[config.mk]
export PLATFORM = sky130hd
export DESIGN_NAME = d_cache_responder
export DESIGN_NICKNAME = d
export VERILOG_FILES = /design/src/rtl/mips_core_pkg.sv /design/src/rtl/dcache_data_array.sv /design/src/rtl/d_cache_responder.sv
export SDC_FILE = /design/constraint.sdc
export NUM_CORES = 2
export LEC_CHECK = 0
export CAP_MARGIN = 0
export CELL_PAD_IN_SITES_DETAIL_PLACEMENT = 0
export CELL_PAD_IN_SITES_GLOBAL_PLACEMENT = 1
export CORE_ASPECT_RATIO = 0.6
export CORE_UTILIZATION = 50
export DETAILED_ROUTE_END_ITERATION = 8
export PLACE_DENSITY_LB_ADDON = 0.1
export SYNTH_ARGS = -nofsm -noshare
export SYNTH_HDL_FRONTEND = slang
export SYNTH_SLANG_ARGS = --single-unit
[constraint.sdc]
create_clock -name clk -period 7.9 [get_ports clk]
set_input_delay 0.79 -clock clk [delete_from_list [all_inputs] [get_ports clk]]
set_output_delay 0.79 -clock clk [all_outputs]
set_load 0.005 [all_outputs]
[src/rtl/mips_core_pkg.sv]
// Shared core types and constants, plus the data-cache FSM state and line metadata.
package mips_core_pkg;

  localparam int ADDR_WIDTH     = 32;
  localparam int DATA_WIDTH     = 32;
  localparam int ROB_DEPTH_BITS = 4;

  typedef enum logic {
    READ  = 1'b0,
    WRITE = 1'b1
  } MemAccessType;

  typedef enum logic [1:0] {
    S_IDLE      = 2'd0,
    S_FILL_REQ  = 2'd1,
    S_FILL      = 2'd2,
    S_STORE_REQ = 2'd3
  } dcache_state_e;

  // The tag field is address-wide so cache geometry stays a parameter of the
  // cache itself; bits above the real tag are always written as zero.
  typedef struct packed {
    logic                  valid;
    logic [ADDR_WIDTH-1:0] tag;
  } dcache_line_meta;

endpackage

[src/rtl/dcache_data_array.sv]
// Data storage for the direct-mapped cache: one write port with a per-word
// enable and one combinational read port, both addressed by {index, offset}.
module dcache_data_array #(
  parameter int INDEX_BITS = 4,
  parameter int OFF_BITS   = 2,
  parameter int DATA_WIDTH = 32
) (
  input  logic                  clk,
  input  logic                  i_we,
  input  logic [INDEX_BITS-1:0] i_wr_index,
  input  logic [OFF_BITS-1:0]   i_wr_offset,
  input  logic [DATA_WIDTH-1:0] i_wdata,
  input  logic [INDEX_BITS-1:0] i_rd_index,
  input  logic [OFF_BITS-1:0]   i_rd_offset,
  output logic [DATA_WIDTH-1:0] o_rdata
);

  localparam int DEPTH = 1 << (INDEX_BITS + OFF_BITS);

  logic [DATA_WIDTH-1:0] r_mem [DEPTH];

  // Single-word write; contents need no reset because line valid bits gate use.
  always_ff @(posedge clk) begin
    if (i_we) begin
      r_mem[{i_wr_index, i_wr_offset}] <= i_wdata;
    end
  end

  assign o_rdata = r_mem[{i_rd_index, i_rd_offset}];

endmodule

[src/rtl/d_cache_responder.sv]
// Memory-side responder: direct-mapped write-through, no-write-allocate data
// cache servicing loads (hit or line refill) and committed stores.
module d_cache_responder
  import mips_core_pkg::*;
#(
  parameter int INDEX_BITS = 4,
  parameter int LINE_WORDS = 4
) (
  input  logic                      clk,
  input  logic                      rst_n,
  input  logic                      req_valid,
  input  MemAccessType              req_action,
  input  logic [ADDR_WIDTH-1:0]     req_addr,
  input  logic [ROB_DEPTH_BITS-1:0] req_tag,
  input  logic [DATA_WIDTH-1:0]     req_data,
  input  logic                      flush,
  output logic                      stall,
  output logic                      rsp_valid,
  output logic [ROB_DEPTH_BITS-1:0] rsp_tag,
  output logic [DATA_WIDTH-1:0]     rsp_data,
  output logic                      mem_req_valid,
  input  logic                      mem_req_ready,
  output logic                      mem_req_we,
  output logic [ADDR_WIDTH-1:0]     mem_req_addr,
  output logic [DATA_WIDTH-1:0]     mem_req_wdata,
  input  logic                      mem_rsp_valid,
  input  logic [DATA_WIDTH-1:0]     mem_rsp_data
);

  localparam int OFF_BITS = $clog2(LINE_WORDS);
  localparam int SETS     = 1 << INDEX_BITS;
  localparam int TAG_LSB  = 2 + OFF_BITS + INDEX_BITS;
  localparam logic [OFF_BITS-1:0] LAST_BEAT = OFF_BITS'(LINE_WORDS - 1);

  dcache_state_e              r_state, w_next_state;
  dcache_line_meta            r_meta [SETS];
  logic [ADDR_WIDTH-1:2]      r_waddr;
  logic [ROB_DEPTH_BITS-1:0]  r_rob_tag;
  logic                       r_pend;
  logic [OFF_BITS-1:0]        r_beat;
  logic [ADDR_WIDTH-1:0]      r_mem_addr;
  logic [DATA_WIDTH-1:0]      r_mem_wdata;
  logic                       r_rsp_valid;
  logic [ROB_DEPTH_BITS-1:0]  r_rsp_tag;
  logic [DATA_WIDTH-1:0]      r_rsp_data;

  logic [OFF_BITS-1:0]          w_offset, w_l_offset, w_rd_offset, w_wr_offset;
  logic [INDEX_BITS-1:0]        w_index, w_l_index, w_rd_index, w_wr_index;
  logic [ADDR_WIDTH-TAG_LSB-1:0] w_tag, w_l_tag;
  logic                         w_hit, w_is_write, w_last_beat, w_load_hit, w_accept_stall;
  logic                         w_stall, w_mem_req_valid, w_mem_req_we, w_arr_we;
  logic [DATA_WIDTH-1:0]        w_arr_wdata, w_rd_data, w_fill_word;

  // Incoming request fields and fields of the latched (in-progress) request.
  assign w_offset    = req_addr[2 +: OFF_BITS];
  assign w_index     = req_addr[2 + OFF_BITS +: INDEX_BITS];
  assign w_tag       = req_addr[ADDR_WIDTH-1:TAG_LSB];
  assign w_l_offset  = r_waddr[2 +: OFF_BITS];
  assign w_l_index   = r_waddr[2 + OFF_BITS +: INDEX_BITS];
  assign w_l_tag     = r_waddr[ADDR_WIDTH-1:TAG_LSB];

  assign w_is_write  = (req_action == WRITE);
  assign w_hit       = r_meta[w_index].valid && (r_meta[w_index].tag == ADDR_WIDTH'(w_tag));
  assign w_last_beat = (r_state == S_FILL) && mem_rsp_valid && (r_beat == LAST_BEAT);
  assign w_load_hit  = (r_state == S_IDLE) && req_valid && !w_is_write && w_hit;
  assign w_accept_stall = (r_state == S_IDLE) && req_valid && w_stall;
  // The requested word is the beat arriving now only when it sits at the last offset.
  assign w_fill_word = (w_l_offset == LAST_BEAT) ? mem_rsp_data : w_rd_data;

  dcache_data_array #(
    .INDEX_BITS (INDEX_BITS),
    .OFF_BITS   (OFF_BITS),
    .DATA_WIDTH (DATA_WIDTH)
  ) u_data (
    .clk         (clk),
    .i_we        (w_arr_we),
    .i_wr_index  (w_wr_index),
    .i_wr_offset (w_wr_offset),
    .i_wdata     (w_arr_wdata),
    .i_rd_index  (w_rd_index),
    .i_rd_offset (w_rd_offset),
    .o_rdata     (w_rd_data)
  );

  // FSM state register.
  always_ff @(posedge clk or negedge rst_n) begin
    if (!rst_n) begin
      r_state <= S_IDLE;
    end else begin
      r_state <= w_next_state;
    end
  end

  // FSM next-state logic.
  always_comb begin
    w_next_state = r_state;
    case (r_state)
      S_IDLE: begin
        if (req_valid && w_is_write) begin
          w_next_state = S_STORE_REQ;
        end else if (req_valid && !w_hit) begin
          w_next_state = S_FILL_REQ;
        end else begin
          w_next_state = S_IDLE;
        end
      end
      S_FILL_REQ: begin
        if (mem_req_ready) w_next_state = S_FILL;
        else               w_next_state = S_FILL_REQ;
      end
      S_FILL: begin
        if (w_last_beat) w_next_state = S_IDLE;
        else             w_next_state = S_FILL;
      end
      S_STORE_REQ: begin
        if (mem_req_ready) w_next_state = S_IDLE;
        else               w_next_state = S_STORE_REQ;
      end
      default: w_next_state = S_IDLE;
    endcase
  end

  // FSM outputs: back-pressure, memory request strobes and data-array ports.
  always_comb begin
    w_stall         = 1'b0;
    w_mem_req_valid = 1'b0;
    w_mem_req_we    = 1'b0;
    w_arr_we        = 1'b0;
    w_wr_index      = w_l_index;
    w_wr_offset     = r_beat;
    w_arr_wdata     = mem_rsp_data;
    w_rd_index      = w_l_index;
    w_rd_offset     = w_l_offset;
    case (r_state)
      S_IDLE: begin
        w_stall     = req_valid && (w_is_write || !w_hit);
        // Store hit updates the cached copy; a store miss does not allocate.
        w_arr_we    = req_valid && w_is_write && w_hit;
        w_wr_index  = w_index;
        w_wr_offset = w_offset;
        w_arr_wdata = req_data;
        w_rd_index  = w_index;
        w_rd_offset = w_offset;
      end
      S_FILL_REQ: begin
        w_stall         = 1'b1;
        w_mem_req_valid = 1'b1;
      end
      S_FILL: begin
        w_stall  = !w_last_beat;
        w_arr_we = mem_rsp_valid;
      end
      S_STORE_REQ: begin
        w_stall         = !mem_req_ready;
        w_mem_req_valid = 1'b1;
        w_mem_req_we    = 1'b1;
      end
      default: begin
        w_stall = 1'b0;
      end
    endcase
  end

  // Latch the stalled request and build the memory request payload, held until accepted.
  always_ff @(posedge clk or negedge rst_n) begin
    if (!rst_n) begin
      r_waddr     <= '0;
      r_rob_tag   <= '0;
      r_pend      <= 1'b0;
      r_mem_addr  <= '0;
      r_mem_wdata <= '0;
    end else if (w_accept_stall) begin
      r_waddr     <= req_addr[ADDR_WIDTH-1:2];
      r_rob_tag   <= req_tag;
      r_pend      <= !w_is_write && !flush;
      r_mem_addr  <= w_is_write ? (req_addr & ~ADDR_WIDTH'(3))
                                : (req_addr & ~ADDR_WIDTH'(LINE_WORDS * 4 - 1));
      r_mem_wdata <= w_is_write ? req_data : r_mem_wdata;
    end else if (flush && (r_state == S_FILL_REQ || r_state == S_FILL)) begin
      r_pend      <= 1'b0;
    end
  end

  // Refill beat counter.
  always_ff @(posedge clk or negedge rst_n) begin
    if (!rst_n) begin
      r_beat <= '0;
    end else if (r_state == S_FILL_REQ && mem_req_ready) begin
      r_beat <= '0;
    end else if (r_state == S_FILL && mem_rsp_valid) begin
      r_beat <= r_beat + OFF_BITS'(1);
    end
  end

  // Line metadata: cleared on reset, installed after the final refill beat.
  always_ff @(posedge clk or negedge rst_n) begin
    if (!rst_n) begin
      for (int i = 0; i < SETS; i++) begin
        r_meta[i] <= '0;
      end
    end else if (w_last_beat) begin
      r_meta[w_l_index] <= '{valid: 1'b1, tag: ADDR_WIDTH'(w_l_tag)};
    end
  end

  // Load result register; a flush suppresses any result not yet issued.
  always_ff @(posedge clk or negedge rst_n) begin
    if (!rst_n) begin
      r_rsp_valid <= 1'b0;
      r_rsp_tag   <= '0;
      r_rsp_data  <= '0;
    end else if (w_load_hit) begin
      r_rsp_valid <= !flush;
      r_rsp_tag   <= req_tag;
      r_rsp_data  <= w_rd_data;
    end else if (w_last_beat) begin
      r_rsp_valid <= r_pend && !flush;
      r_rsp_tag   <= r_rob_tag;
      r_rsp_data  <= w_fill_word;
    end else begin
      r_rsp_valid <= 1'b0;
    end
  end

  assign stall         = w_stall;
  assign rsp_valid     = r_rsp_valid;
  assign rsp_tag       = r_rsp_tag;
  assign rsp_data      = r_rsp_data;
  assign mem_req_valid = w_mem_req_valid;
  assign mem_req_we    = w_mem_req_we;
  assign mem_req_addr  = r_mem_addr;
  assign mem_req_wdata = r_mem_wdata;

endmodule

# Yosys cells after proc, flatten, opt, wreduce, memory -nomap -nowiden
# Memory sizes are Yosys's and may differ from the RTL's.
# Cells that the tools add are included.
word_totals:
  ff_bits: 668
  mem_bits_rw: 2048
  word_cells: 118
  mem_count: 1
classes:
  n_addsub: 1
  n_lt_le_gt_ge: 3
  n_eq_ne: 6
  muxes: 34
  n_bitwise: 2
  reduce_logical: 29
memory_table:
  columns: ["name", "words", "width", "rd", "rd_ports_with_merged_regs", "wr", "line_no", "source"]
  rows:
  - ["u_data.r_mem", 64, 32, 1, 0, 1, "dcache_data_array.sv:20", "logic [DATA_WIDTH-1:0] r_mem [DEPTH];"]
op_table:
  columns: ["cell", "n"]
  rows:
  - ["$bwmux 528", 1]
  - ["$bmux 33 s4", 1]
  - ["$demux 33 s4", 1]
  - ["$mux 32", 4]
  - ["$mux 33", 3]
  - ["$eq 32x24->1", 1]
  - ["$logic_and 1x1->1", 16]
  - ["$mux 2", 8]
  - ["$mux 4", 4]
  - ["$ge 5x5->1 const B", 2]
  - ["$not 4->5", 2]
  - ["$mux 1", 9]
  - ["$eq 2x2->1 const B", 4]
  - ["$pmux 2 s4", 1]
  - ["$reduce_bool 2->1", 3]
  - ["$logic_not 1->1", 5]
  - ["$lt 5x1->1 const B", 1]
  - ["$pmux 1 s4", 1]
  - ["$add 2x1->2 const B", 1]
  - ["$eq 2x1->1 const B", 1]
  - ["$logic_not 2->1", 1]
  - ["$logic_or 1x1->1", 2]
  - ["$pmux 1 s2", 1]
  - ["$reduce_and 2->1", 1]
  - ["$reduce_or 2->1", 1]

# Logic depth before layout (Yosys ltp)
depth:
  depth_word: 12
  ltp_mapped: 17

# By module
# Synthesis repeated with hierarchy kept, for this count alone.
hier_totals:
  cells_unflattened: 4946
  area_unflattened_um2: 101891.5
modules_own_cells:
  columns: ["mod", "instances", "cells_each", "area_per_inst_um2", "seq_area_each_um2"]
  rows:
  - ["dcache_data_array", 1, 3292, 77874.7, 61499.0]
  - ["d_cache_responder", 1, 1654, 24016.8, 12762.2]

# Worst setup path before layout
# No wires, ideal clock.
synth_path:
  path_kind: "in2reg"
  start: "input port req_addr[5]"
  end: "memory u_data.r_mem[11][0], enable pin"
  setup_ns: 0.502
  arrival_time_ns: 6.957
  setup_slack_ns: 0.441
  cell_stages: 13
  n_path_buf: 5
  cell_sequence: "buf_4 -> buf_2 -> buf_2 -> buf_1 -> mux4_2 -> mux2i_1 -> xnor2_1 -> a2111oi_2 -> o2111ai_1 -> or4_4 -> o31a_4 -> buf_2 -> nor4_1"
synth_between:
  elab_chain_len: 10
  elab_cells_between_ends: 11
  cone_classes: "1 x eq/ne; 7 x mux; 1 x bitwise; 2 x reduce/logical"
synth_lines:
  columns: ["item", "line_no", "source"]
  rows:
  - ["from (decl)", "d_cache_responder.sv:13", "input logic [ADDR_WIDTH-1:0] req_addr,"]
  - ["$not 4->5 (implied by the code)", "d_cache_responder.sv:63", "assign w_hit = r_meta[w_index].valid && (r_meta[w_index].tag == ADDR_WIDTH'(w_tag));"]
  - ["$bmux 33 s4", "d_cache_responder.sv:63", null]
  - ["$mux 33 (implied by the code) (2 in series)", "d_cache_responder.sv:63", null]
  - ["$eq 32x24->1", "d_cache_responder.sv:63", null]
  - ["$logic_and 1x1->1", "d_cache_responder.sv:63", null]
  - ["$logic_and 1x1->1", "d_cache_responder.sv:138", "w_arr_we = req_valid && w_is_write && w_hit;"]
  - ["$pmux 1 s2", "d_cache_responder.sv:134", "case (r_state)"]
  - ["$mux 1", "dcache_data_array.sv:24", "if (i_we) begin"]
  - ["$mux 1 (implied by the code)", "dcache_data_array.sv:25", "r_mem[{i_wr_index, i_wr_offset}] <= i_wdata;"]
  - ["to (decl)", "dcache_data_array.sv:20", null]
# Parallel ways exist; a longest one is shown, timed or not. The select of a mux whose other input is x is not followed.

# Worst setup path in the final report
layout_path:
  start: "input port req_addr[4]"
  end: "output port stall"
layout_between:
  elab_chain_len: 10
layout_lines:
  columns: ["item", "line_no", "source"]
  rows:
  - ["$not 4->5 (implied by the code) *", "d_cache_responder.sv:63", null]
  - ["$bmux 33 s4 *", "d_cache_responder.sv:63", null]
  - ["$mux 33 (implied by the code) * (2 in series)", "d_cache_responder.sv:63", null]
  - ["$eq 32x24->1", "d_cache_responder.sv:63", null]
  - ["$logic_and 1x1->1 *", "d_cache_responder.sv:63", null]
  - ["$logic_not 1->1 *", "d_cache_responder.sv:136", "w_stall = req_valid && (w_is_write || !w_hit);"]
  - ["$logic_or 1x1->1 *", "d_cache_responder.sv:136", null]
  - ["$logic_and 1x1->1 *", "d_cache_responder.sv:136", null]
  - ["$pmux 1 s4 *", "d_cache_responder.sv:134", null]
  - ["to (decl)", "d_cache_responder.sv:17", "output logic stall,"]
# Every way passes the cells marked *; elsewhere a longest branch is shown, timed or not. The select of a mux whose other input is x is not followed.

==> impl_results.md <==
- Status: finished clean
- Clk_skew: roughly 0.044 ns
- Critical path startpoint category: input port
- Layout area overhead: 14.12%
- Via/cell ratio: 6.367
- VDD IR max: between 0.3 and 0.4 mV
- Placed Area: 108600 µm²
- Routed wire length: 271800 µm
- Total GRT Usage: 26.65%
- Inst Count DP: 7529
- CTS tree: yes
- Slew HR: about an eighth
- Clk_lat worst skew: approximately 0.89 ns
- Max Fclk: 152.7 MHz
- Post-synth EDFFs: about 2000
- Sequential standard cell area: 74260 µm²
- Hold Path Class: register to register
- # DRC: 0
- Wirelength per Cell: 34.14 µm
- Area taken by multi-input logic gates: about 27000 µm²
- Nets: 5168
- Least-Margin Pin Slew: 1.315 ns
- Largest net degree at the start of global routing: 148
- Max-Cap Viols: 0
- Cell Area, Synth: 101800 µm²
- Synthesized flop and latch total: 2558
- Die Y: between 300 and 400 µm
- Clk root buf: clkbuf_16
- Die width: 584.5 µm
- Fill cells: 14670
- Reg clk slew, reported paths: 0.07 ns
- Resized Gates After CTS: 0
- Synth Instances: 4716
- Post-route ant nets: 0
- CP endpoint kind: primary output
- RePlAce Congestion: 0.7893
- Setup Crit Path Kind: input port to primary output
- CTS Buf Count: 233
- Drt first pass iters: 5
- DP Wirelength: 164500 µm
- Asr flop ratio synth: 19.94%
- Core Region: 201000 µm²
- LEAKAGE: 0.04016 µW
- Initial antenna violation count: 17
- Period utilization: 82.88%
- Hold_buf cts: 1
- Post-CTS setup buffer count: 0
- Final non-filler cell total: 7959
- I/O Buffers: slightly above 200
- Cell row count: 127
- Initial drt markers: ~6300
- Worst EP arrival: 5.76 ns
- CTS Sinks: around 2600
- Number of global-route vias before repair: about 50000
- Most common flop cell mapped by yosys: edfxtp_1
- Critical Path Fanout Max: 36
- Final Cell Area: 116200 µm²
- Final setup fails: 0
- Tmin final: 6.547 ns
- Total gr overflow: 0
- Share of cells above drive strength 1: between 30% and 40%
- Worst hold slack: ~0.46 ns
- Max Slew Vio Count: 0
- Seq/Total Area, Yosys: between 70 and 80%
- DR vias: 50670
- Crit path required time: about 7.1 ns
- First-pass GRT wire length: about 380000 µm
- H-Tree Depth: 4
- Fin. Hold Viols: 0
- IO Pins: 211
- Area of the die: 205500 µm²
- Bufs on Longest Clock Path: 4
- Ys Warns: 0
- Unique masters post-synth: 64
- Avg Cell Area, Syn: 21.59 µm²
- Starting Density: 50.64%
- Setup TNS: 0 ns
- RSZ-0062 raised after global routing: no
- PD cells: roughly 350 nW/µm²
## where the power goes
group	leakage, µW	total [µW]	internal, µW	switching [µW]
Sequential	0.0254	16700	16100	553
Clock	0.00370	11300	6330	4980
Combinational	0.0111	12400	5350	7060
## layer usage
metal	global-route usage [%]	part of all wire, %	vias up	wire length [µm]
met5	0	0.017	-	47
met4	5.201	1.8	6	5006
met3	7.465	10	306	27890
met2	36.05	42	2340	113200
met1	43.09	46	27750	125600
li1	-	-	20280	-
## area by class of cell
type,count,share of cell area [%]
Antenna cell,3,0.006463
Clock buffer,300,5.494
Clock inverter,126,0.9683
Inverter,9,0.02908
Multi-Input combinational cell,1822,22.98
Sequential cell,2558,63.93
Tap cell,2709,2.918
Timing Repair Buffer,432,3.673
## cells in the final DEF (no fill, tap or decap), types with 7 or more instances in the layout
master              n
edfxtp_1         2048
mux4_2            717
dfrtp_1           510
mux2_2            474
clkbuf_16         241
clkdlybuf4s50_1   201
buf_4             187
mux2i_1            65
nor2_4             51
clkinv_2           51
nand3_1            49
clkbuf_1           46
nand2b_1           45
clkinv_1           43
nand2_1            41
buf_12             41
nand4_1            35
a22o_1             32
a32oi_1            32
a221o_1            28
xnor2_1            24
a22oi_1            24
nor2_1             23
bufinv_16          20
nor3_2             17
nor2b_1            13
clkbuf_8           13
nand3b_1           10
mux2_4             10
inv_1               9
or2_2               9
o21ai_0             7
clkinvlp_4          7
## worst paths after layout
| kind | start | endpoint | slack [ns] | cells after the start |
|---|---|---|---|---|
| worst max-delay path | req_addr[4] | stall | 1.35 | 11 |
| worst min-delay path | r_meta[329] | r_meta[329] | 0.46 | 1 |
| worst max register to register | r_meta[284] | u_data.r_mem[9][6] | 2.25 | 10 |
| worst min register to register | r_meta[329] | r_meta[329] | 0.46 | 1 |
| max in group asynchronous | rst_n | r_meta[202] | 6.00 | 3 |
| min in group asynchronous | rst_n | r_waddr[27] | 0.47 | 2 |
## sequential cells by signal, indices dropped and copies added, names as in the netlist
signal         count
rsp_valid          1
r_waddr           29
r_beat             2
r_rob_tag          4
r_pend             1
rsp_tag            4
mem_req_wdata     32
r_state            2
rsp_data          32
r_meta           400
mem_req_addr       3
u_data.r_mem    2048
## worst max-delay path: stages
cell and delay [ns]:
buf_4 0.61, buf_4 0.44, mux4_2 0.56, mux2i_1 0.39
xnor2_1 0.28, a2111oi_2 0.64, o2111ai_1 0.33, or4_4 0.66
o31a_2 0.31, o21bai_1 0.16, clkdlybuf4s50_1 0.49
## cells in the mapped netlist, types with 7 or more instances
library cell  instances  area (µm²)
nor3_1               22       110.1
nand4_1              35       219.0
a22oi_1              24       180.2
mux4_2              717       16150
a32oi_1              32       280.3
inv_1                 9       33.78
edfxtp_1           2048       61500
mux2_2              476        5360
nor4_1                7       43.79
nor2_1               68       255.2
nand3_1              52       260.3
o21ai_0               7       35.03
or2_2                 9       56.30
a22o_1               32       280.3
nand2_1              48       180.2
nand2b_1             45       281.5
mux2_4               10       150.1
buf_2                24       120.1
dfrtp_1             510       12760
nor2b_1              13       81.33
xnor2_1              24       210.2
nand3b_1             10       75.07
clkbuf_1            203       762.0
buf_4                38       285.3
buf_1                56       210.2
a221o_1              28       280.3
mux2i_1              68       680.7
## cell families (layout without fill, tap and decap cells)
family | count (synthesis) | after routing | synth area share (%)
flip-flops | 2558 | 2558 | 72.95
multiplexers | 1283 | 1283 | 22.17
AND/OR/NAND/NOR | 340 | 340 | 1.749
buffers and inverters | 337 | 867 | 1.480
AO/OA/AOI/OAI | 162 | 162 | 1.330
XOR/XNOR | 30 | 30 | 0.2581
adder cells (fa/ha/maj) | 5 | 5 | 0.06146
other | 1 | 5 | 0.003684
## metrics by stage
| stage | total power [µW] | utilization (%) | setup WS, ns |
|---|---|---|---|
| 2_1_floorplan | 24450 | - | 0.4410 |
| 3_3_place_gp | 29330 | 54.05 | 0.9752 |
| 3_5_place_dp | 29470 | 54.05 | 0.9630 |
| 4_1_cts | 40730 | 57.79 | 1.429 |
| 5_1_grt | 41860 | 57.79 | 1.231 |
| 6_report | 40410 | 57.79 | 1.353 |
No activity file was read; power rests on OpenSTA's default activity.
